==> config.mk <==
export PLATFORM = sky130hd
export DESIGN_NAME = key_input_hub
export DESIGN_NICKNAME = d
export VERILOG_FILES = /design/src/rtl/key_input_hub.sv
export SDC_FILE = /design/constraint.sdc
export NUM_CORES = 1
export LEC_CHECK = 0
export BUFFER_PORTS_ARGS = -buffer_cell sky130_fd_sc_hd__buf_2
export CORE_MARGIN = 2
export CORE_UTILIZATION = 65
export CTS_BUF_LIST = sky130_fd_sc_hd__clkbuf_4 sky130_fd_sc_hd__clkbuf_8
export DETAILED_ROUTE_END_ITERATION = 16
export GPL_TIMING_DRIVEN = 0
export PLACE_DENSITY = 0.83
export SLEW_MARGIN = 5
export SYNTH_ARGS = -nofsm -noshare
export SYNTH_HDL_FRONTEND = slang
export SYNTH_SLANG_ARGS = --single-unit
==> constraint.sdc <==
create_clock -name i_clk -period 6.7 [get_ports i_clk]
set_input_delay 0.335 -clock i_clk [delete_from_list [all_inputs] [get_ports i_clk]]
set_output_delay 0.335 -clock i_clk [all_outputs]
set_load 0.01 [all_outputs]
==> src/rtl/key_input_hub.sv <==
// key_input_hub: synchronises and debounces active-low push-buttons, adds
// optional auto-repeat, and routes one-cycle press pulses to the latched target.
module key_input_hub #(
  parameter int unsigned N_KEYS          = 4,
  parameter int unsigned N_TARGETS       = 5,
  parameter int unsigned SEL_W           = 3,
  parameter int unsigned DEBOUNCE_CYCLES = 500000,
  parameter int unsigned REPEAT_DELAY    = 25000000,
  parameter int unsigned REPEAT_PERIOD   = 5000000
) (
  input  logic                          i_clk,
  input  logic                          i_rst_n,
  input  logic [N_KEYS-1:0]             i_key_n,
  input  logic [SEL_W-1:0]              i_sel,
  input  logic                          i_repeat_en,
  output logic [N_KEYS-1:0]             o_level,
  output logic [N_TARGETS*N_KEYS-1:0]   o_pulse,
  output logic [SEL_W-1:0]              o_sel,
  output logic                          o_sel_err
);

  localparam int unsigned MAX_AB = (DEBOUNCE_CYCLES > REPEAT_DELAY) ? DEBOUNCE_CYCLES : REPEAT_DELAY;
  localparam int unsigned MAX_C  = (MAX_AB > REPEAT_PERIOD) ? MAX_AB : REPEAT_PERIOD;
  localparam int unsigned CNT_W  = $clog2(MAX_C + 1);

  localparam logic [CNT_W-1:0] DB_LAST  = CNT_W'(DEBOUNCE_CYCLES - 1);
  localparam logic [CNT_W-1:0] DLY_LAST = CNT_W'(REPEAT_DELAY - 1);
  localparam logic [CNT_W-1:0] PER_LAST = CNT_W'(REPEAT_PERIOD - 1);
  localparam logic [CNT_W-1:0] CNT_ONE  = CNT_W'(1);

  typedef enum logic [1:0] {
    REL    = 2'd0,
    DELAY  = 2'd1,
    REPEAT = 2'd2
  } state_e;

  logic [N_KEYS-1:0]           sync1_q, sync1_d;
  logic [N_KEYS-1:0]           sync2_q, sync2_d;
  logic [N_KEYS-1:0]           pressed;
  logic [N_KEYS-1:0]           level_q, level_d;
  logic [CNT_W-1:0]            db_cnt_q [N_KEYS];
  logic [CNT_W-1:0]            db_cnt_d [N_KEYS];
  state_e                      st_q [N_KEYS];
  state_e                      st_d [N_KEYS];
  logic [CNT_W-1:0]            rp_cnt_q [N_KEYS];
  logic [CNT_W-1:0]            rp_cnt_d [N_KEYS];
  logic [N_KEYS-1:0]           key_pulse;
  logic [SEL_W-1:0]            sel_q, sel_d;
  logic                        sel_err_q, sel_err_d;
  logic [N_TARGETS*N_KEYS-1:0] pulse_q, pulse_d;

  // Two-flop synchroniser shift; pressed is the active-high synchronised key.
  always_comb begin
    sync1_d = i_key_n;
    sync2_d = sync1_q;
    pressed = ~sync2_q;
  end

  // Synchroniser flops reset to the released (high) level.
  always_ff @(posedge i_clk or negedge i_rst_n) begin
    if (!i_rst_n) begin
      sync1_q <= '1;
      sync2_q <= '1;
    end else begin
      sync1_q <= sync1_d;
      sync2_q <= sync2_d;
    end
  end

  // Debounce: count consecutive cycles of disagreement, toggle level on the last one.
  always_comb begin
    level_d = level_q;
    for (int unsigned k = 0; k < N_KEYS; k++) begin
      db_cnt_d[k] = db_cnt_q[k];
      if (pressed[k] == level_q[k]) begin
        db_cnt_d[k] = '0;
      end else if (db_cnt_q[k] >= DB_LAST) begin
        level_d[k]  = ~level_q[k];
        db_cnt_d[k] = '0;
      end else if (db_cnt_q[k] != '1) begin
        db_cnt_d[k] = db_cnt_q[k] + CNT_ONE;
      end
    end
  end

  // Per-key repeat FSM; decisions use the next level so the press pulse
  // registers on the same edge that o_level rises.
  always_comb begin
    key_pulse = '0;
    for (int unsigned k = 0; k < N_KEYS; k++) begin
      st_d[k]     = st_q[k];
      rp_cnt_d[k] = rp_cnt_q[k];
      if (!level_d[k]) begin
        st_d[k]     = REL;
        rp_cnt_d[k] = '0;
      end else begin
        case (st_q[k])
          REL: begin
            st_d[k]      = DELAY;
            rp_cnt_d[k]  = '0;
            key_pulse[k] = 1'b1;
          end
          DELAY: begin
            if (!i_repeat_en) begin
              rp_cnt_d[k] = '0;
            end else if (rp_cnt_q[k] >= DLY_LAST) begin
              st_d[k]      = REPEAT;
              rp_cnt_d[k]  = '0;
              key_pulse[k] = 1'b1;
            end else if (rp_cnt_q[k] != '1) begin
              rp_cnt_d[k] = rp_cnt_q[k] + CNT_ONE;
            end
          end
          REPEAT: begin
            if (!i_repeat_en) begin
              st_d[k]     = DELAY;
              rp_cnt_d[k] = '0;
            end else if (rp_cnt_q[k] >= PER_LAST) begin
              rp_cnt_d[k]  = '0;
              key_pulse[k] = 1'b1;
            end else if (rp_cnt_q[k] != '1) begin
              rp_cnt_d[k] = rp_cnt_q[k] + CNT_ONE;
            end
          end
          default: begin
            st_d[k]     = REL;
            rp_cnt_d[k] = '0;
          end
        endcase
      end
    end
  end

  // Target latch only while every key is released; pulses follow the newly latched target.
  always_comb begin
    sel_d     = (level_q == '0) ? i_sel : sel_q;
    sel_err_d = (32'(sel_d) >= N_TARGETS);
    pulse_d   = '0;
    for (int unsigned t = 0; t < N_TARGETS; t++) begin
      for (int unsigned k = 0; k < N_KEYS; k++) begin
        pulse_d[t*N_KEYS+k] = key_pulse[k] && !sel_err_d && (sel_d == SEL_W'(t));
      end
    end
  end

  // State registers for debounce, repeat FSMs, target latch and pulse outputs.
  always_ff @(posedge i_clk or negedge i_rst_n) begin
    if (!i_rst_n) begin
      level_q   <= '0;
      sel_q     <= '0;
      sel_err_q <= 1'b0;
      pulse_q   <= '0;
      for (int unsigned k = 0; k < N_KEYS; k++) begin
        db_cnt_q[k] <= '0;
        rp_cnt_q[k] <= '0;
        st_q[k]     <= REL;
      end
    end else begin
      level_q   <= level_d;
      sel_q     <= sel_d;
      sel_err_q <= sel_err_d;
      pulse_q   <= pulse_d;
      for (int unsigned k = 0; k < N_KEYS; k++) begin
        db_cnt_q[k] <= db_cnt_d[k];
        rp_cnt_q[k] <= rp_cnt_d[k];
        st_q[k]     <= st_d[k];
      end
    end
  end

  assign o_level   = level_q;
  assign o_pulse   = pulse_q;
  assign o_sel     = sel_q;
  assign o_sel_err = sel_err_q;

endmodule

==> run metrics, run 1 <==
maxcap violations 0; final wirelength 27800 µm; Setup Skew roughly 0.019 ns; # setup viols final 0; clock root buffer clkbuf_8; CP Capture Type flop; Comb power frac 14.2%; Power Density roughly 240 nW/µm²; Switching Fraction 27.5%; Crit Path Category reg2reg; first-pass GRT wire length roughly 47000 µm; Vias between 10k and 15k; Pleak 5.87 nW; Worst path most repeated cell nor4_1; Cells after Synth 1318; Die Wd ~140 µm; Bufs and invs on worst path 1; clock sinks approximately 240; Peak VDD IR between 0.15 and 0.2 mV; routed len/inst 16.1 µm; Switching Power 0.962 mW; Cell Rows between 50 and 60; clock share of power around two fifths; post-synthesis area per instance 9.60 µm²; diode count 0; required time of the critical path around 7.1 ns; Synth warnings 0; Final Hold Viols 0; # H-tree levels 2; worst skew pair latency roughly 0.55 ns; crit-path cells nor4_1 -> mux2i_1 -> inv_1 -> or3_1 -> nor4_1; TritonCTS clock tree yes; Residual DRC 0; fin nets 1467; Tightest Pin Transition between 1 and 1.5 ns; Final Max Slew Viols 0; post-CTS setup buffers 0; P_int around 2.5 mW; pin count of the biggest net entering global routing 108; gr ovfl total 0; Max-Slew Margin vs Limit between 30 and 40%; post-DP HPWL around 19000 µm; Routed Antenna Nets 0; register area share after synthesis around half; register bit total from synthesis around 240; outcome complete, no violations; Initial Util between 60% and 70%; vias per std cell around 6.0; Area after DPL around 13000 µm²; number of buffers added on ports 37; layout cells sized above 1 between 10% and 20%; initial antenna violation count 0; Power, Total between 3 and 4 mW; Setup Total Neg Slack 0 ns; chip height between 100 and 150 µm; cell family with most CP delay simple AND/OR/NAND/NOR gates; Crit path largest cell delay ~0.66 ns; DR iter-0 viols a little under 800; I/O pin count 38; Clock Pin Slew Worst Setup and Hold Paths roughly 0.06 ns; RePlAce Congestion roughly 0.9; Final Critical Period approximately 2.9 ns; unrepaired setup endpoints after global routing false; number of global-route vias before repair between 10k and 15k; EDFF count, synth 0; maximum clock insertion buffer count 3; crit share post-route 42.6%; Critical Path Start Type flop; Num CTS Buffers between 40 and 50; Post-Syn Area 12700 µm²; Synth cell types 68; f_max between 0.3 and 0.4 GHz; floorplan core area roughly 19000 µm²; Post-synth ARST share between 90% and 100%; Hold Crit Class in2reg; Max stage delay cell, worst path nor4_1; Max Fanout on Critical Path 5; total track usage 27.8%; Die ar. 20600 µm²; P&R area growth vs syn 13.0%; drt pass-1 iters 5; most common flop cell mapped by yosys dfrtp_1; critical path arrival between 3 and 4 ns; Reg power frac around 45%; post-route design area ~14000 µm²
-- power groups by stage --
stage	Clock [mW]	Sequential (mW)	Combinational (mW)
floorplan	0	1.60	0.319
global placement	0	1.60	0.461
detailed placement	0	1.60	0.488
CTS	1.46	1.58	0.494
global route	1.54	1.58	0.560
finish	1.43	1.58	0.496
-- per-stage QoR --
| step | hold slack, ns | utilization [%] | setup WS [ns] | instances |
|---|---|---|---|---|
| after global placement | 0.345 | 68.8 | 1.19 | 1643 |
| after floorplan | 0.0394 | - | 4.27 | 1341 |
| final | 0.121 | 74.2 | 3.85 | 1727 |
| after detailed placement | 0.235 | 69.1 | 3.87 | 1645 |
| after CTS | 0.0863 | 74.2 | 3.84 | 1727 |
| after global routing | 0.118 | 74.2 | 3.62 | 1727 |
-- layer usage --
layer | global-route usage [%] | share of wire, %
met1 | 37.5 | 44
met2 | 45.5 | 48
met3 | 5.03 | 5.4
met4 | 10.1 | 2.5
met5 | 0 | 0
-- timing repair --
item	4_1_cts	5_1_grt
gates resized for setup	0	0
endpoints found under the hold margin	43	0
hold buffers	5	0
-- cell type report --
cell class	count	area, µm²
Multi-Input combinational cell	1012	6280
Sequential cell	244	6120
Fill cell	1434	4970
Clock buffer	73	905
Tap cell	265	332
Timing Repair Buffer	44	300
Buffer	50	218
Inverter	35	131
Clock inverter	4	20.0
-- cell usage in the layout, fill, tap and decap left out, drive strengths merged, types with 22 or more instances in the layout --
master	count
a21oi	29
and3	31
and4	22
buf	48
clkbuf	114
conb	24
dfrtp	236
ha	28
inv	35
nand2	91
nand3	67
nand4	68
nor2	194
nor3	48
nor4	60
xnor2	75
xor2	59
-- cells in the mapped netlist, types with 5 or more instances --
library cell	number	area share (%)
dfrtp_1	236	47
nor2_1	194	5.8
nand2_1	91	2.7
xnor2_1	75	5.2
nand4_1	68	3.4
nand3_1	67	2.6
nor4_1	59	2.9
xor2_1	59	4.1
nor3_1	48	1.9
clkbuf_1	41	1.2
inv_1	35	1.0
and3_1	31	1.5
a21oi_1	29	1.1
ha_1	28	2.8
and4_1	22	1.5
or3_1	18	0.89
o21ai_0	17	0.67
mux2i_1	15	1.2
nor3b_1	15	0.89
and2_1	14	0.69
a31oi_1	12	0.59
or4_1	11	0.65
o211ai_1	9	0.53
a211o_1	8	0.55
a211oi_1	8	0.47
dfstp_2	8	1.7
nor4b_1	6	0.42
nand4b_1	5	0.35
nor2b_1	5	0.25
o31ai_1	5	0.30
-- sequential cells by signal, indices dropped and copies added, names as in the netlist --
name	flops
db_cnt_q	100
rp_cnt_q	100
o_pulse	20
st_q	8
o_level	4
sync1_q	4
sync2_q	4
o_sel	3
o_sel_err	1
-- worst paths after layout --
check                      cells after the start                 start  slack [ns]                 endpoint
setup reg to reg                               5  o_level[1]$_DFF_PN0_        3.85     o_pulse[5]$_DFF_PN0_
max in group asynchronous                      4               i_rst_n        5.17     sync2_q[1]$_DFF_PN1_
setup / recovery                               5  o_level[1]$_DFF_PN0_        3.85     o_pulse[5]$_DFF_PN0_
hold reg to reg                                0  sync1_q[0]$_DFF_PN1_        0.35     sync2_q[0]$_DFF_PN1_
min in group asynchronous                      2               i_rst_n        0.27  db_cnt_q[2]$_DFFE_PN0P_
hold / removal                                 2              i_sel[1]        0.12       o_sel[1]$_DFF_PN0_
-- kinds of logic after synthesis --
group,after synthesis,share of synthesized area [%]
XOR/XNOR,134,9.27
other,1,0.0296
buffers and inverters,85,2.76
AO/OA/AOI/OAI,134,7.63
adder cells (fa/ha/maj),28,2.77
AND/OR/NAND/NOR,675,27.8
flip-flops,244,48.3
multiplexers,17,1.36
-- worst register-to-register path, cell delays in order (launching register included) --
cell     delay [ns]
dfrtp_1        0.46
nor4_1         0.66
mux2i_1        0.46
inv_1          0.14
or3_1          0.53
nor4_1         0.43
Power figures use the tool's default switching activity.
==> run 2, diff against run 1 <==
CORE_UTILIZATION = 59   (was 65)
PLACE_DENSITY = 0.79   (was 0.83)
clock period = 2.3 ns   (was 6.7 ns; I/O delays follow)
==> run 2 against run 1 <==
  * The run now ends with negative setup slack left
  * Largest power group is now the clock network
  * Die area increased by 9.9%
  * Design area increased by 11%
  * Critical path depth rose by 3
  * Sequential power grew to 2.9 times the previous value
  * Maximum frequency grew 13%
  * Combinational power grew to 4.0 times the previous value
  * Worst hold slack worse by 0.069 ns
  * Non-clock buffer count grew 50
  * Clock power rose to 3.3 times the previous value
==> run metrics, run 2 (synthesized netlist as in run 1, its figures left out) <==
Peak VDD IR 0.434 mV (+170%); RePlAce Congestion 0.849 (-8.3%); Power, Total 11.3 mW (+220%); Crit path largest cell delay 0.52 ns (-0.14 ns); failing checks negative setup slack; # setup viols final 33 (+33); initial antenna violation count 0 (unchanged); Cell Rows 53 (+3.9%); Crit Path Category reg2reg; worst r2r src rp_cnt_q[23]$_DFF_PN0_; Reg power frac 40.6% (-4.4 points); Final Max Slew Viols 0 (unchanged); Critical Path Start Type flop; maximum clock insertion buffer count 3 (unchanged); clock sinks 244 (unchanged); Num CTS Buffers 44 (+4.8%); unrepaired setup endpoints after global routing true; vias per std cell 6.09 (+0.97%); Die Wd 150 µm (+4.8%); drt pass-1 iters 5 (unchanged); dpl cells 1655 (+0.61%); Switching Fraction 28.5% (+1.1 points); leading cell types in the layout, fill and taps excluded 210 x dfrtp_1, 171 x nor2_1, 89 x nand2_1, 75 x xnor2_1, 68 x nand4_1; P&R area growth vs syn 25.0%; pin count of the biggest net entering global routing 111 (+2.8%); fin util 75.3% (+1.0 points); Reg2Reg Depth 8 (+3); post-DP HPWL 18800 µm (-2.6%); worst skew pair latency 0.56 ns (about the same); Final Critical Period 2.52 ns (-0.332 ns); # H-tree levels 2 (unchanged); TritonCTS clock tree yes; outcome finished, violations left; layout filler cell count 1339 (-6.6%); endpoint of the worst register-to-register path rp_cnt_q[6]$_DFF_PN0_; crit share post-route 110% (+67 points); commonest non-fill, non-tap cell in the layout dfrtp_1; Pleak 6.40 nW (+8.9%); Switching Power 3.23 mW (+240%); FF+latch area 6150 µm² (+0.53%); required time of the critical path 2.72 ns (-4.36 ns); critical path arrival 2.95 ns (-0.28 ns); Non-Filler Instances 1790 (+3.6%); Clock Pin Slew Worst Setup and Hold Paths 0.06 ns (about the same); Comb power frac 17.6% (+3.4 points); Routed Antenna Nets 0 (unchanged); I/O pin count 38 (unchanged); maxcap violations 0 (unchanged); Hold Crit Class in2async; Worst setup endpoint rp_cnt_q[6]$_DFF_PN0_; routed len/inst 17.3 µm (+7.5%); clock share of power 41.8% (+1.0 points); diode count 0 (unchanged); floorplan core area 21000 µm² (+9.1%); R2R Setup Slk -0.22 ns (-4.07 ns); Final Hold Viols 0 (unchanged); Max stage delay cell, worst path or4_1; Max Fanout on Critical Path 5 (unchanged); first-pass GRT wire length 49500 µm (+5.8%); total track usage 26.8% (-1.1 points); clock root buffer clkbuf_8; Tightest Pin Transition 0.829 ns (-0.193 ns); final wirelength 31000 µm (+11%); pre-CTS WS -0.510 ns (-4.37 ns); worst setup path startpoint rp_cnt_q[23]$_DFF_PN0_; fin nets 1519 (+3.5%); DR iter-0 viols 874 (+11%); Setup Skew 0.0157 ns (-0.00361 ns); Die ar. 22600 µm² (+9.9%); number of buffers added on ports 37 (unchanged); P_int 8.10 mW (+220%); gr ovfl total 0 (unchanged); crit-path cells or4_1 -> or4_4 -> a311o_1 -> and2_4 -> o2111ai_4 -> buf_4 -> buf_6 -> nor2_1; area of the multi-input gates 7060 µm² (+12%); chip height 150 µm (+4.8%); Residual DRC 0 (unchanged); Power Density 717 nW/µm² (+190%); final setup margin -0.223 ns (-4.07 ns); number of global-route vias before repair 10.4k (+2.9%); Max-Slew Margin vs Limit 44.3% (+13 points); layout cells sized above 1 23.7% (+14 points); Vias 10.9k (+4.6%); f_max 0.396 GHz (+13%); CP Capture Type flop; worst hold slack 0.0522 ns (-0.0690 ns); Initial Util 60.2% (-5.5 points)
-- run 2: worst min path at each step --
stage	end	slack (ns)	cells past startpoint
2_1_floorplan	db_cnt_q[0]$_DFFE_PN0P_	-0.18	0
3_3_place_gp	sync1_q[2]$_DFF_PN1_	0.22	1
3_5_place_dp	db_cnt_q[25]$_DFFE_PN0P_	0.04	1
4_1_cts	db_cnt_q[32]$_DFFE_PN0P_	0.04	2
5_1_grt	db_cnt_q[25]$_DFFE_PN0P_	0.09	2
6_report	db_cnt_q[25]$_DFFE_PN0P_	0.05	2
-- run 2: power by group through the flow --
| stage | sequential (mW) | clock [mW] | combinational [mW] |
|---|---|---|---|
| 2_1_floorplan | 4.66 | 0 | 0.929 |
| 5_1_grt | 4.62 | 5.03 | 2.18 |
| 3_3_place_gp | 4.66 | 0 | 1.34 |
| 3_5_place_dp | 4.66 | 0 | 1.42 |
| 4_1_cts | 4.59 | 4.82 | 1.73 |
| 6_report | 4.61 | 4.74 | 1.99 |
-- run 2: through the flow --
step	cell area (µm²)	TNS, ns
floorplan	12700	-2.31
global placement	13300	-756.20
detailed placement	13300	-45.85
CTS	15200	-6.02
global route	15800	-8.23
finish	15800	-5.70
-- run 2: routing by layer --
layer	up-vias	track usage, %	share of wire [%]
met5	-	0	0
met4	0	8.63	2.6
met3	75	4.94	5.2
met2	349	44.9	49
met1	5388	35.2	43
li1	5082	-	-
-- run 2: area by class of cell --
class | instances | share of cell area, %
Clock inverter | 18 | 1.44
Multi-Input combinational cell | 1012 | 44.6
Clock buffer | 62 | 5.20
Tap cell | 275 | 2.18
Inverter | 35 | 0.831
Timing Repair Buffer | 110 | 5.43
Buffer | 34 | 1.42
Sequential cell | 244 | 38.9
-- run 2: critical path: cells and delay by family, from the launching register on --
family,cells,cell delay (ns)
AND/OR/NAND/NOR,4,1.17
AO/OA/AOI/OAI,2,0.54
flip-flops,1,0.41
buffers and inverters,2,0.28
-- run 2: repair_timing --
action                     in CTS  in global routing
cloned                          3                  1
gates resized for setup       110                108
setup endpoints to repair     152                153
hold endpoints to repair      247                  0
buffers inserted               36                 24
pin swaps                      29                 31
hold buffers                    8                  0
==> run 3, diff against run 2 <==
==> constraint.sdc (replaced) <==
create_clock -name i_clk -period 2.3 [get_ports i_clk]
set_input_delay 0.345 -clock i_clk [delete_from_list [all_inputs] [get_ports i_clk]]
set_output_delay 0.345 -clock i_clk [all_outputs]
set_load 0.01 [all_outputs]
==> run 3 against run 2 <==
  * The flow still finishes with violations (negative setup slack)
  * Global-route usage shrank 0.084 points
  * Sequential share of layout area grew 0.12 points
  * Worst setup slack lost 0.054 ns
  * Combinational power is essentially flat
  * Clock skew grew 0.0062 ns
  * Sequential cell count is the same
  * Clock power is essentially flat
  * Maximum frequency shrank 2.1%
  * Largest power group unchanged
==> run metrics, run 3 (synthesized netlist as in run 1, its figures left out) <==
diode count 0 (unchanged); fin util 75.0% (-0.23 points); RePlAce Congestion 0.849 (unchanged); Switching Power 3.23 mW (about the same); Peak VDD IR 0.437 mV (+0.81%); Reg2Reg Depth 8 (unchanged); met2 wire length 15300 µm (-0.31%); first-pass GRT wire length 49400 µm (-0.24%); unrepaired setup endpoints after global routing true; clock root buffer clkbuf_8; layout cells sized above 1 23.8% (+0.14 points); initial antenna violation count 0 (unchanged); number of global-route vias before repair 10.3k (-0.64%); Num CTS Buffers 44 (unchanged); Die ar. 22600 µm² (unchanged); worst r2r src rp_cnt_q[23]$_DFF_PN0_; Final Hold Viols 0 (unchanged); Reg power frac 40.7% (about the same); clock sinks 244 (unchanged); pin count of the biggest net entering global routing 111 (unchanged); Setup Skew 0.0219 ns (+0.00624 ns); Power, Total 11.3 mW (-0.16%); P&R area growth vs syn 24.6%; pre-CTS WS -0.510 ns (unchanged); fin nets 1514 (-0.33%); Residual DRC 0 (unchanged); Final Critical Period 2.58 ns (+0.0537 ns); drt pass-1 iters 5 (unchanged); R2R Setup Slk -0.28 ns (-0.05 ns); # H-tree levels 2 (unchanged); failing checks negative setup slack; number of buffers added on ports 37 (unchanged); Max Fanout on Critical Path 5 (unchanged); Power Density 718 nW/µm² (+0.14%); vias per std cell 6.05 (-0.67%); critical path arrival 3.01 ns (+0.06 ns); Critical Path Start Type flop; Die Wd 150 µm (unchanged); Clock Pin Slew Worst Setup and Hold Paths 0.06 ns (about the same); Crit Path Category reg2reg; Vias 10.8k (-0.95%); commonest non-fill, non-tap cell in the layout dfrtp_1; post-route design area 15800 µm² (-0.30%); # setup viols final 30 (-9.1%); outcome finished, violations left; Routed Antenna Nets 0 (unchanged); layout filler cell count 1340 (+0.075%); Met1 Wirelength 13400 µm (+1.0%); Setup Total Neg Slack -6.51 ns (-0.802 ns); maxcap violations 0 (unchanged); total track usage 26.7% (-0.084 points); Hold Crit Class in2reg; floorplan core area 21000 µm² (unchanged); f_max 0.388 GHz (-2.1%); clock share of power 41.9% (about the same); Area after DPL 13300 µm² (unchanged); endpoint of the worst register-to-register path rp_cnt_q[5]$_DFF_PN0_; Cell Rows 53 (unchanged); Tightest Pin Transition 0.837 ns (+0.00849 ns); TritonCTS clock tree yes; hold path depth 3; leading cell types in the layout, fill and taps excluded 210 x dfrtp_1, 170 x nor2_1, 89 x nand2_1, 75 x xnor2_1, 68 x nand4_1; chip height 150 µm (unchanged); DR iter-0 viols 873 (-0.11%); final wirelength 30800 µm (-0.37%); WL met3 1540 µm (-4.1%); Hold Path End o_sel[2]$_DFF_PN0_; Max-Slew Margin vs Limit 43.7% (-0.57 points); I/O pin count 38 (unchanged); required time of the critical path 2.74 ns (+0.02 ns); Final Max Slew Viols 0 (unchanged); gr ovfl total 0 (unchanged); CP Capture Type flop; post-DP HPWL 18800 µm (unchanged); Highest Signal Layer met4; maximum clock insertion buffer count 3 (unchanged); worst skew pair latency 0.56 ns (about the same); Switching Fraction 28.6% (+0.042 points); crit share post-route 112% (+2.3 points); Worst Min Path Start i_sel[2]; Comb power frac 17.4% (-0.2 points); P_int 8.08 mW (-0.22%); Initial Util 60.2% (unchanged); routed len/inst 17.3 µm (about the same); final setup margin -0.276 ns (-0.0537 ns); Pleak 6.37 nW (-0.44%)
run 3: worst max-delay path, stage by stage (launching register included):
cell	delay [ns]
dfrtp_2	0.42
or4_1	0.52
or4_4	0.44
a311o_1	0.30
and2_4	0.17
o2111ai_4	0.26
buf_6	0.17
buf_6	0.14
nor2_1	0.04
run 3: worst max-delay path by stage:
stage | startpoint | endpoint
finish | rp_cnt_q[23]$_DFF_PN0_ | rp_cnt_q[5]$_DFF_PN0_
global route | rp_cnt_q[23]$_DFF_PN0_ | rp_cnt_q[23]$_DFF_PN0_
CTS | rp_cnt_q[23]$_DFF_PN0_ | rp_cnt_q[15]$_DFF_PN0_
detailed placement | o_level[1]$_DFF_PN0_ | o_pulse[13]$_DFF_PN0_
global placement | i_rst_n | rp_cnt_q[62]$_DFF_PN0_
floorplan | rp_cnt_q[23]$_DFF_PN0_ | rp_cnt_q[2]$_DFF_PN0_
run 3: cell type report:
cell class / instances / area [µm²] / area share [%]
multi-input cells: 1012 / 7060 / 44.8
inverters: 35 / 131 / 0.833
clock inverters: 18 / 228 / 1.44
clock buffers: 62 / 822 / 5.21
plain buffers: 34 / 224 / 1.42
well taps: 275 / 344 / 2.18
flip-flops and latches: 244 / 6150 / 39.0
repair buffers: 105 / 813 / 5.16
run 3: what timing repair did:
| item | CTS | global route |
|---|---|---|
| pin swaps | 29 | 29 |
| setup endpoints to repair | 152 | 153 |
| endpoints found under the hold margin | 46 | 0 |
| resized for setup | 110 | 109 |
| buffers inserted | 36 | 22 |
| hold buffers | 5 | 0 |
| gates cloned | 3 | 1 |
run 3: per-stage QoR:
stage	instances	hold slack, ns
2_1_floorplan	1341	0.0494
3_3_place_gp	1653	0.348
3_5_place_dp	1655	0.266
4_1_cts	1772	0.104
5_1_grt	1785	0.135
6_report	1785	0.167
run 3: layer usage:
| metal | GRT usage, % | vias to the layer above |
|---|---|---|
| met5 | 0 | - |
| met4 | 8.44 | 0 |
| met3 | 4.67 | 59 |
| met2 | 44.5 | 343 |
| met1 | 35.7 | 5318 |
| li1 | - | 5071 |
run 3: power groups by stage:
stage / registers, mW / clock network [mW] / logic, mW
after global placement: 4.66 / 0 / 1.34
after floorplan: 4.66 / 0 / 0.929
after detailed placement: 4.66 / 0 / 1.42
after global routing: 4.62 / 5.02 / 2.15
final: 4.60 / 4.75 / 1.97
after CTS: 4.59 / 4.82 / 1.73
